--- src/rtl/jstk_spi_reader.sv ---
// PmodJSTK poller: mode-0 SPI master that reads a 5-byte frame every frame period,
// then turns each axis into left/right/up/down pulses with hold-to-repeat.

module jstk_axis_repeat #(
   parameter int LOW_TH       = 300,
   parameter int HIGH_TH      = 700,
   parameter int REPEAT_FIRST = 30,
   parameter int REPEAT_NEXT  = 10
) (
   input  logic       clk_i,
   input  logic       rst_i,
   input  logic       frame_i,
   input  logic [9:0] value_i,
   output logic       neg_o,
   output logic       pos_o
);
   typedef enum logic [1:0] {AX_NEUTRAL = 2'd0, AX_NEG = 2'd1, AX_POS = 2'd2} axis_t;
   localparam int RW = $clog2(REPEAT_FIRST + REPEAT_NEXT + 1);
   localparam logic [9:0]    LOW_V  = 10'(LOW_TH);
   localparam logic [9:0]    HIGH_V = 10'(HIGH_TH);
   localparam logic [RW-1:0] FIRST_V = RW'(REPEAT_FIRST);
   localparam logic [RW-1:0] NEXT_V  = RW'(REPEAT_NEXT);
   localparam logic [RW-1:0] ONE_V   = RW'(1);

   axis_t         state_q, state_d, want_s;
   logic [RW-1:0] rcnt_q, rcnt_d;
   logic          fire_s, neg_s, pos_s, neg_d, pos_d, neg_q, pos_q;

   assign neg_s  = (value_i < LOW_V);
   assign pos_s  = (value_i > HIGH_V);
   assign want_s = neg_s ? AX_NEG : AX_POS;
   assign neg_o  = neg_q;
   assign pos_o  = pos_q;

   // State, repeat counter and pulse registers
   always_ff @(posedge clk_i) begin
      if (rst_i) begin
         state_q <= AX_NEUTRAL;
         rcnt_q  <= {RW{1'b0}};
         neg_q   <= 1'b0;
         pos_q   <= 1'b0;
      end else begin
         state_q <= state_d;
         rcnt_q  <= rcnt_d;
         neg_q   <= neg_d;
         pos_q   <= pos_d;
      end
   end

   // Per-frame decision: a new or reversed deflection fires at once, a held one on countdown
   always_comb begin
      state_d = state_q;
      rcnt_d  = rcnt_q;
      fire_s  = 1'b0;
      if (!frame_i) begin
         state_d = state_q;
      end else if (!neg_s && !pos_s) begin
         state_d = AX_NEUTRAL;
      end else if (state_q != want_s) begin
         state_d = want_s;
         rcnt_d  = FIRST_V;
         fire_s  = 1'b1;
      end else if (rcnt_q == ONE_V) begin
         rcnt_d  = NEXT_V;
         fire_s  = 1'b1;
      end else begin
         rcnt_d  = rcnt_q - ONE_V;
      end
   end

   // Pulse outputs
   always_comb begin
      neg_d = fire_s && (state_d == AX_NEG);
      pos_d = fire_s && (state_d == AX_POS);
   end
endmodule

module jstk_spi_reader #(
   parameter int CLK_HALF     = 100,
   parameter int BYTE_GAP     = 1500,
   parameter int FRAME_GAP    = 1_000_000,
   parameter int LOW_TH       = 300,
   parameter int HIGH_TH      = 700,
   parameter int REPEAT_FIRST = 30,
   parameter int REPEAT_NEXT  = 10
) (
   input  logic       clk,
   input  logic       rst,
   input  logic       MISO,
   output logic       SS,
   output logic       MOSI,
   output logic       SCLK,
   output logic       left,
   output logic       right,
   output logic       up,
   output logic       down,
   output logic       click,
   output logic       down_click,
   output logic [9:0] x_pos,
   output logic [9:0] y_pos,
   output logic       sample_valid
);
   typedef enum logic [2:0] {
      ST_IDLE = 3'd0, ST_SETUP = 3'd1, ST_SHIFT = 3'd2, ST_GAP = 3'd3, ST_DONE = 3'd4
   } state_t;

   localparam int CNT_W = $clog2(FRAME_GAP + BYTE_GAP + 2 * CLK_HALF + 1);
   localparam logic [CNT_W-1:0] CNT_ONE   = CNT_W'(1);
   localparam logic [CNT_W-1:0] FRAME_END = CNT_W'(FRAME_GAP - 1);
   localparam logic [CNT_W-1:0] GAP_END   = CNT_W'(BYTE_GAP - 1);
   localparam logic [CNT_W-1:0] HALF_V    = CNT_W'(CLK_HALF);
   localparam logic [CNT_W-1:0] HALF_END  = CNT_W'(CLK_HALF - 1);
   localparam logic [CNT_W-1:0] BIT_END   = CNT_W'(2 * CLK_HALF - 1);

   state_t           state_q, state_d;
   logic [CNT_W-1:0] cnt_q, cnt_d;
   logic [2:0]       bit_q, bit_d, byte_q, byte_d;
   logic             sample_s, ss_d, sclk_d, mosi_d;
   logic [7:0]       cmd_s, rx_byte_s, x_lo_q, y_lo_q;
   logic [6:0]       rx_q;
   logic [1:0]       x_hi_q, y_hi_q, btn_q;
   logic             ss_q, sclk_q, mosi_q, valid_q, click_q, down_click_q;
   logic [9:0]       x_pos_q, y_pos_q;

   assign rx_byte_s    = {rx_q, MISO};
   assign SS           = ss_q;
   assign SCLK         = sclk_q;
   assign MOSI         = mosi_q;
   assign sample_valid = valid_q;
   assign click        = click_q;
   assign down_click   = down_click_q;
   assign x_pos        = x_pos_q;
   assign y_pos        = y_pos_q;

   // Transaction state and timing counters
   always_ff @(posedge clk) begin
      if (rst) begin
         state_q <= ST_IDLE;
         cnt_q   <= {CNT_W{1'b0}};
         bit_q   <= 3'd7;
         byte_q  <= 3'd0;
      end else begin
         state_q <= state_d;
         cnt_q   <= cnt_d;
         bit_q   <= bit_d;
         byte_q  <= byte_d;
      end
   end

   // Next state; cnt counts clocks within the current state (or within one bit in SHIFT)
   always_comb begin
      state_d  = state_q;
      cnt_d    = cnt_q + CNT_ONE;
      bit_d    = bit_q;
      byte_d   = byte_q;
      sample_s = 1'b0;
      case (state_q)
         ST_IDLE: begin
            if (cnt_q == FRAME_END) begin
               state_d = ST_SETUP;
               cnt_d   = {CNT_W{1'b0}};
            end else begin
               state_d = ST_IDLE;
            end
         end
         ST_SETUP, ST_GAP: begin
            if (cnt_q == GAP_END) begin
               state_d = ST_SHIFT;
               cnt_d   = {CNT_W{1'b0}};
               bit_d   = 3'd7;
               byte_d  = (state_q == ST_SETUP) ? 3'd0 : byte_q + 3'd1;
            end else begin
               state_d = state_q;
            end
         end
         ST_SHIFT: begin
            sample_s = (cnt_q == HALF_END);
            if (cnt_q != BIT_END) begin
               state_d = ST_SHIFT;
            end else if (bit_q != 3'd0) begin
               cnt_d = {CNT_W{1'b0}};
               bit_d = bit_q - 3'd1;
            end else begin
               cnt_d   = {CNT_W{1'b0}};
               state_d = (byte_q == 3'd4) ? ST_DONE : ST_GAP;
            end
         end
         ST_DONE: begin
            state_d = ST_IDLE;
            cnt_d   = {CNT_W{1'b0}};
         end
         default: begin
            state_d = ST_IDLE;
            cnt_d   = {CNT_W{1'b0}};
         end
      endcase
   end

   // Pin values for the upcoming state, so SS/SCLK/MOSI can be registered without lag
   always_comb begin
      ss_d   = 1'b1;
      sclk_d = 1'b0;
      mosi_d = 1'b0;
      cmd_s  = (byte_d == 3'd0) ? 8'h80 : 8'h00;
      case (state_d)
         ST_SETUP, ST_GAP: ss_d = 1'b0;
         ST_SHIFT: begin
            ss_d   = 1'b0;
            sclk_d = (cnt_d >= HALF_V);
            mosi_d = cmd_s[bit_d];
         end
         default: ss_d = 1'b1;
      endcase
   end

   // Pins, receive shifter and captured frame
   always_ff @(posedge clk) begin
      if (rst) begin
         ss_q         <= 1'b1;
         sclk_q       <= 1'b0;
         mosi_q       <= 1'b0;
         valid_q      <= 1'b0;
         rx_q         <= 7'd0;
         x_lo_q       <= 8'd0;
         y_lo_q       <= 8'd0;
         x_hi_q       <= 2'd0;
         y_hi_q       <= 2'd0;
         btn_q        <= 2'd0;
         x_pos_q      <= 10'd512;
         y_pos_q      <= 10'd512;
         click_q      <= 1'b0;
         down_click_q <= 1'b0;
      end else begin
         ss_q    <= ss_d;
         sclk_q  <= sclk_d;
         mosi_q  <= mosi_d;
         valid_q <= (state_d == ST_DONE);
         if (sample_s) begin
            rx_q <= rx_byte_s[6:0];
            if (bit_q == 3'd0) begin
               case (byte_q)
                  3'd0:    x_lo_q <= rx_byte_s;
                  3'd1:    x_hi_q <= rx_byte_s[1:0];
                  3'd2:    y_lo_q <= rx_byte_s;
                  3'd3:    y_hi_q <= rx_byte_s[1:0];
                  default: btn_q  <= rx_byte_s[1:0];
               endcase
            end
         end
         if (state_d == ST_DONE) begin
            x_pos_q      <= {x_hi_q, x_lo_q};
            y_pos_q      <= {y_hi_q, y_lo_q};
            click_q      <= btn_q[0];
            down_click_q <= btn_q[1];
         end
      end
   end

   jstk_axis_repeat #(
      .LOW_TH(LOW_TH), .HIGH_TH(HIGH_TH), .REPEAT_FIRST(REPEAT_FIRST), .REPEAT_NEXT(REPEAT_NEXT)
   ) u_x_axis (
      .clk_i(clk), .rst_i(rst), .frame_i(valid_q), .value_i(x_pos_q), .neg_o(left), .pos_o(right)
   );

   jstk_axis_repeat #(
      .LOW_TH(LOW_TH), .HIGH_TH(HIGH_TH), .REPEAT_FIRST(REPEAT_FIRST), .REPEAT_NEXT(REPEAT_NEXT)
   ) u_y_axis (
      .clk_i(clk), .rst_i(rst), .frame_i(valid_q), .value_i(y_pos_q), .neg_o(down), .pos_o(up)
   );
endmodule
--- config.mk ---
export PLATFORM = sky130hd
export DESIGN_NAME = jstk_spi_reader
export DESIGN_NICKNAME = d
export VERILOG_FILES = /design/src/rtl/jstk_spi_reader.sv
export SDC_FILE = /design/constraint.sdc
export NUM_CORES = 1
export LEC_CHECK = 0
export ABC_CLOCK_PERIOD_IN_PS = 4320
export BUFFER_PORTS_ARGS = -buffer_cell sky130_fd_sc_hd__buf_2
export CAP_MARGIN = 10
export CORE_MARGIN = 5
export CORE_UTILIZATION = 52
export CTS_CLUSTER_DIAMETER = 40
export DETAILED_ROUTE_END_ITERATION = 8
export GPL_ROUTABILITY_DRIVEN = 0
export PLACE_DENSITY = 0.79
export SYNTH_ARGS = -nofsm -noshare
export SYNTH_HDL_FRONTEND = slang
export SYNTH_SLANG_ARGS = --single-unit
--- constraint.sdc ---
create_clock -name clk -period 4.32 [get_ports clk]
set_input_delay 0.648 -clock clk [delete_from_list [all_inputs] [get_ports clk]]
set_output_delay 0.648 -clock clk [all_outputs]
set_load 0.01 [all_outputs]
Yosys cells after proc, flatten, opt, wreduce, memory -nomap -nowiden:

Cells that the tools add are included.
W data, S select, Z words.

* register bits: 104
* output and inout bits: 30

* add/subtract/negate cells: 5
* order comparisons: 6
* equality and inequality tests: 23
* muxes and demuxes: 42
* bitwise logic cells: 4
* reductions and logical operators: 26

Operators with widths (count)
* $mux W20: 3
* $pmux W20 S3: 1
* $mux W3: 10
* $mux W6: 4
* $add A20 B1 Y20 const B: 1
* $eq A20 B11 Y1 const B: 1
* $eq A20 B20 Y1 const B: 1
* $eq A20 B7 Y1 const B: 1
* $ge A20 B7 Y1 const B: 1
* $gt A10 B10 Y1 const B: 2
* $lt A10 B9 Y1 const B: 2
* $ne A20 B8 Y1 const B: 1
* $eq A3 B2 Y1 const B: 6
* $mux W2: 8
* $reduce_and A3 Y1: 5
* $eq A6 B1 Y1 const B: 2
* $logic_not A3 Y1: 4
* $mux W1: 12
* $sub A6 B1 Y6 const B: 2
* $eq A3 B1 Y1 const B: 3
* $pmux W3 S3: 1
* $mux W8: 1
* $eq A3 B3 Y1 const B: 2
* $logic_and A1 B1 Y1: 6
* other kinds (15): 26

Logic depth before layout (Yosys ltp):

* depth in word-level cells: 8
* depth in mapped cells: 9
* mapped depth without buffers: 8

By module:

Synthesis repeated with hierarchy kept, for this count alone.

* cells, all modules: 591
* area total of the unflattened synthesis: 5036.1 um^2

Modules (own cells, without submodules)
* jstk_spi_reader: instances 1, cells an instance 453, area an instance 3897.5 um^2, seq. area each 1681.6 um^2
* jstk_axis_repeat: instances 2, cells an instance 69, area an instance 569.3 um^2, seq. area each 200.2 um^2

Least setup slack after synthesis:

No wires, ideal clock.

* kind: reg-to-reg
* start: reg cnt_q[11]
* end: reg bit_q[2]
* setup time: 0.127 ns
* arrival time: 2.329 ns
* required time: 4.193 ns
* setup slack: 1.864 ns
* cell stages (with the launch flop): 6
* path through: dfxtp_1 -> or4_4 -> or4_4 -> nor3_1 -> mux2_2 -> or3_1

* word-level cells in the longest chain between the ends: 3
* elaborated cells on any way between the ends: 5

Ends and longest elaborated chain
* start: declaration: RTL line 116 `logic [CNT_W-1:0] cnt_q, cnt_d;`
* start signal: assignment: RTL line 139 `cnt_q <= {CNT_W{1'b0}};`
* start signal: assignment: RTL line 144 `cnt_q <= cnt_d;`
* $ne A20 B8 Y1 / $eq A20 B11 Y1 (equally long branches): RTL line 178, 167
* $mux W3, on equally long branches: RTL line 178, 167
* $pmux W3 S2 (*): RTL line 157 `case (state_q)`
* end signal: assignment: RTL line 145 `bit_q <= bit_d;`
* end: declaration: RTL line 117 `logic [2:0] bit_q, bit_d, byte_q, byte_d;`

Mark *: on every way between the ends. The rest lies on a longest branch, timed or not.
A chain may end at the register's enable or synchronous reset.

Worst setup path after layout:

* start: reg state_q[1]
* end: reg y_lo_q[1]

* word-level cells in the longest chain between the ends: 3

Ends and longest elaborated chain
* start: declaration: RTL line 115 `state_t state_q, state_d;`
* start signal: assignment: RTL line 143 `state_q <= state_d;`
* $eq A3 B2 Y1: RTL line 157
* $mux W1: RTL line 157
* $reduce_and A3 Y1 (no source line)
* end signal: assignment: RTL line 244 `3'd2: y_lo_q <= rx_byte_s;`
* end: declaration: RTL line 119 `logic [7:0] cmd_s, rx_byte_s, x_lo_q, y_lo_q;`

No other way between the ends.

==> flow_metrics.py <==
metrics = {
    "final_layout": {
        "layout-drive-gt1-share_pct": 12.78,
        "stdcell_area_um2": 5393,
        "n_fill_cell": 838,
        "area_growth_pct": 8.866,
        "multi_input_area_um2": 2689,
        "finalNetCount": 597,
        "fin_util_pct": 58.09,
        "final_common_cell": "dfxtp_1",
        "seq_area_um2": 2082,
        "antenna_cells": 0,
        "layout_common_cells": "dfxtp_1, nor2_1, nand2_1",
    },
    "sta": {
        "slew_headroom_pct": 31.68,
        "period_minus_slack_ns": 2.918,
        "final_hold_viol_count": 0,
        "fin_ws_ns": 1.402,
        "tightestPinTransition_ns": 1.017,
        "rsz0062_at_grt": "no",
        "post-route-period-util_pct": 67.55,
        "finalMaxSlewViolations": 0,
        "finalSetupViolCount": 0,
        "finalSetupTns_ns": 0,
        "timing.fmax_mhz": 342.7,
        "clock_skew_ns": 0.02529,
    },
    "grt": {
        "grt_pass1_wl_um": 18060,
        "grt_pass1_vias": 3847,
        "antenna_found_initial": 0,
        "grt_usage_pct": 19.10,
        "grt_max_degree": 47,
        "overflow": 0,
    },
    "power": {
        "p_clk_share_pct": 38.2,
        "comb_power_share_pct": 1.6,
        "p_int_mw": 1.199,
        "ir_drop_mv": 0.2051,
        "p_switching_mw": 0.4036,
        "power_frac_seq_pct": 60.2,
        "p_leak_nw": 2.140,
        "p_sw_share_pct": 25.19,
        "p_per_area_nw_per_um2": 297.1,
    },
    "clocking": {
        "holdBufCountCts": 0,
        "clock_latency_ns": 0.38,
        "cts_buffer_depth": 2,
        "cts.sinks": 104,
        "cts.repair.resized": 0,
        "cts_buffers": 9,
        "cts_setup_buffers": 0,
        "cts_max_level": 3,
        "root_buffer": "clkbuf_8",
        "cts_tree": "done",
        "clk_pin_slew_ns": 0.12,
    },
    "floorplan": {
        "num_io_pins": 33,
        "chipHeight_um": 107.6,
        "rows": 35,
        "die_area_um2": 11580,
        "fp.coreArea_um2": 9284,
        "start_util_pct": 53.36,
        "die_x_um": 107.6,
    },
    "logic_synthesis": {
        "ys_seq_area_share_pct": 42.03,
        "synth_area_um2": 4954,
        "syn_inst": 566,
        "syn_nets": 581,
        "synth_cell_types": 56,
        "synth_edf_count": 0,
        "syn_area_per_cell_um2": 8.752,
        "yosysWarnings": 0,
        "synth-seq-cells": 104,
        "synth_flop_cell": "dfxtp_1",
        "ys_async_sr_fraction_pct": 0,
    },
    "outcome": {
        "status": "finished clean",
    },
    "route": {
        "dr.pass1.iters": 5,
        "postRouteAntennaNets": 0,
        "routed_via_density": 5.654,
        "num_vias": 4048,
        "finalWirelength_um": 10700,
        "drt_iter0_markers": 306,
        "wire_per_inst_um": 14.94,
        "remaining_drc_errors": 0,
    },
    "setup_path": {
        "critPathSlowestCell": "nor4_4",
        "slowest_delay_ns": 0.89,
        "crit_type": "register to register",
        "cp_cell_sequence": "nor4b_1, nand4b_4, nor4_4, nand4_4, mux2i_1, nor2_1",
        "startpoint_type": "register",
        "worstPathMaxFanout": 12,
        "endpoint_kind": "register",
        "arrival_ns": 3.19,
        "cp.required_ns": 4.59,
    },
    "placement": {
        "dp_hpwl_um": 7731,
        "place_area_um2": 5182,
        "dp_slack_ns": 1.419,
        "io_buffers": 32,
    },
    "hold_path": {
        "hold_class": "register to register",
    },
    "job": {
        "cap_viol_max_count": 0,
    },
}
layer usage:
| layer | part of all wire (%) | vias up | track usage, % |
|---|---|---|---|
| li1 | - | 2024 | - |
| met1 | 46 | 1912 | 25.52 |
| met2 | 48 | 96 | 31.26 |
| met3 | 4.9 | 16 | 2.999 |
| met4 | 1.7 | 0 | 6.763 |
| met5 | 0 | - | 0 |
path summary, 6_finish.rpt:
| kind | startpoint | end | slack [ns] | cells past startpoint |
|---|---|---|---|---|
| hold / removal | down_click | down_click | 0.46 | 2 |
| setup reg to reg | state_q[1] | y_lo_q[1] | 1.40 | 6 |
| setup / recovery | state_q[1] | y_lo_q[1] | 1.40 | 6 |
| hold reg to reg | down_click | down_click | 0.46 | 2 |
power by group through the flow:
stage	clock, mW	combinational (mW)	sequential (mW)
after global placement	0	0.0253	0.986
after CTS	0.626	0.0260	0.964
final	0.612	0.0259	0.964
after detailed placement	0	0.0260	0.986
after floorplan	0	0.0212	0.985
after global routing	0.663	0.0294	0.965
synthesized netlist by cell type, types with 3 or more instances:
library cell	n	share of area, %
a211oi_1	6	0.91
a21o_1	6	0.91
a21oi_1	39	3.9
a22oi_1	3	0.45
a31oi_1	3	0.38
and2_1	3	0.38
and3_1	7	0.88
and4_1	4	0.71
buf_2	3	0.30
clkbuf_1	24	1.8
dfxtp_1	104	42
ha_1	12	3.0
inv_1	18	1.4
mux2_2	3	0.68
mux2i_1	37	7.5
nand2_1	61	4.6
nand2b_1	5	0.63
nand3_1	12	1.2
nand4_1	9	1.1
nor2_1	69	5.2
nor2b_1	9	1.1
nor3_1	15	1.5
nor4_1	9	1.1
nor4b_1	4	0.71
o21ai_0	12	1.2
o21ba_2	3	0.61
o21bai_1	8	1.2
o31ai_1	3	0.45
or2_2	4	0.51
or3_1	13	1.6
or4_1	5	0.76
or4_4	3	0.68
xnor2_1	15	2.7
xor2_1	4	0.71
per-stage QoR:
step	power, mW	hold slack [ns]	instances
2_1_floorplan	1.006	0.4360	566
3_3_place_gp	1.011	0.4352	700
3_5_place_dp	1.012	0.4432	700
4_1_cts	1.616	0.4592	716
5_1_grt	1.658	0.4848	716
6_report	1.602	0.4554	716
state kept, by name (all words and copies together) (netlist names), 2 cells and up:
signal,cells
bit_q,3
btn_q,2
byte_q,3
cnt_q,20
rx_q,7
state_q,3
u_x_axis.rcnt_q,6
u_x_axis.state_q,2
u_y_axis.rcnt_q,6
u_y_axis.state_q,2
x_hi_q,2
x_lo_q,8
x_pos,10
y_hi_q,2
y_lo_q,8
y_pos,10
cells by family (layout without fill, tap and decap cells):
kind of cell | after synthesis | in the layout | synth area share [%]
compound gates | 96 | 96 | 12.65
xor+xnor | 19 | 19 | 3.359
fa+ha+maj | 12 | 12 | 3.031
buf+inv | 48 | 69 | 3.865
flops | 104 | 104 | 42.03
mux | 40 | 40 | 8.159
simple gates | 247 | 247 | 26.90
area by class of cell:
cell class / instances / area share (%)
Timing Repair Buffer: 35 / 3.387
Multi-Input combinational cell: 414 / 49.86
Clock buffer: 9 / 2.297
Sequential cell: 104 / 38.61
Inverter: 18 / 1.253
Tap cell: 129 / 2.993
Clock inverter: 7 / 1.601
worst max-delay path: cells and delay by family, from the launching register on:
family	cells	cell delay (ns)
muxes	1	0.27
and+or+nand+nor	5	2.10
DFF	1	0.45
(Power assumes the default switching activity.)
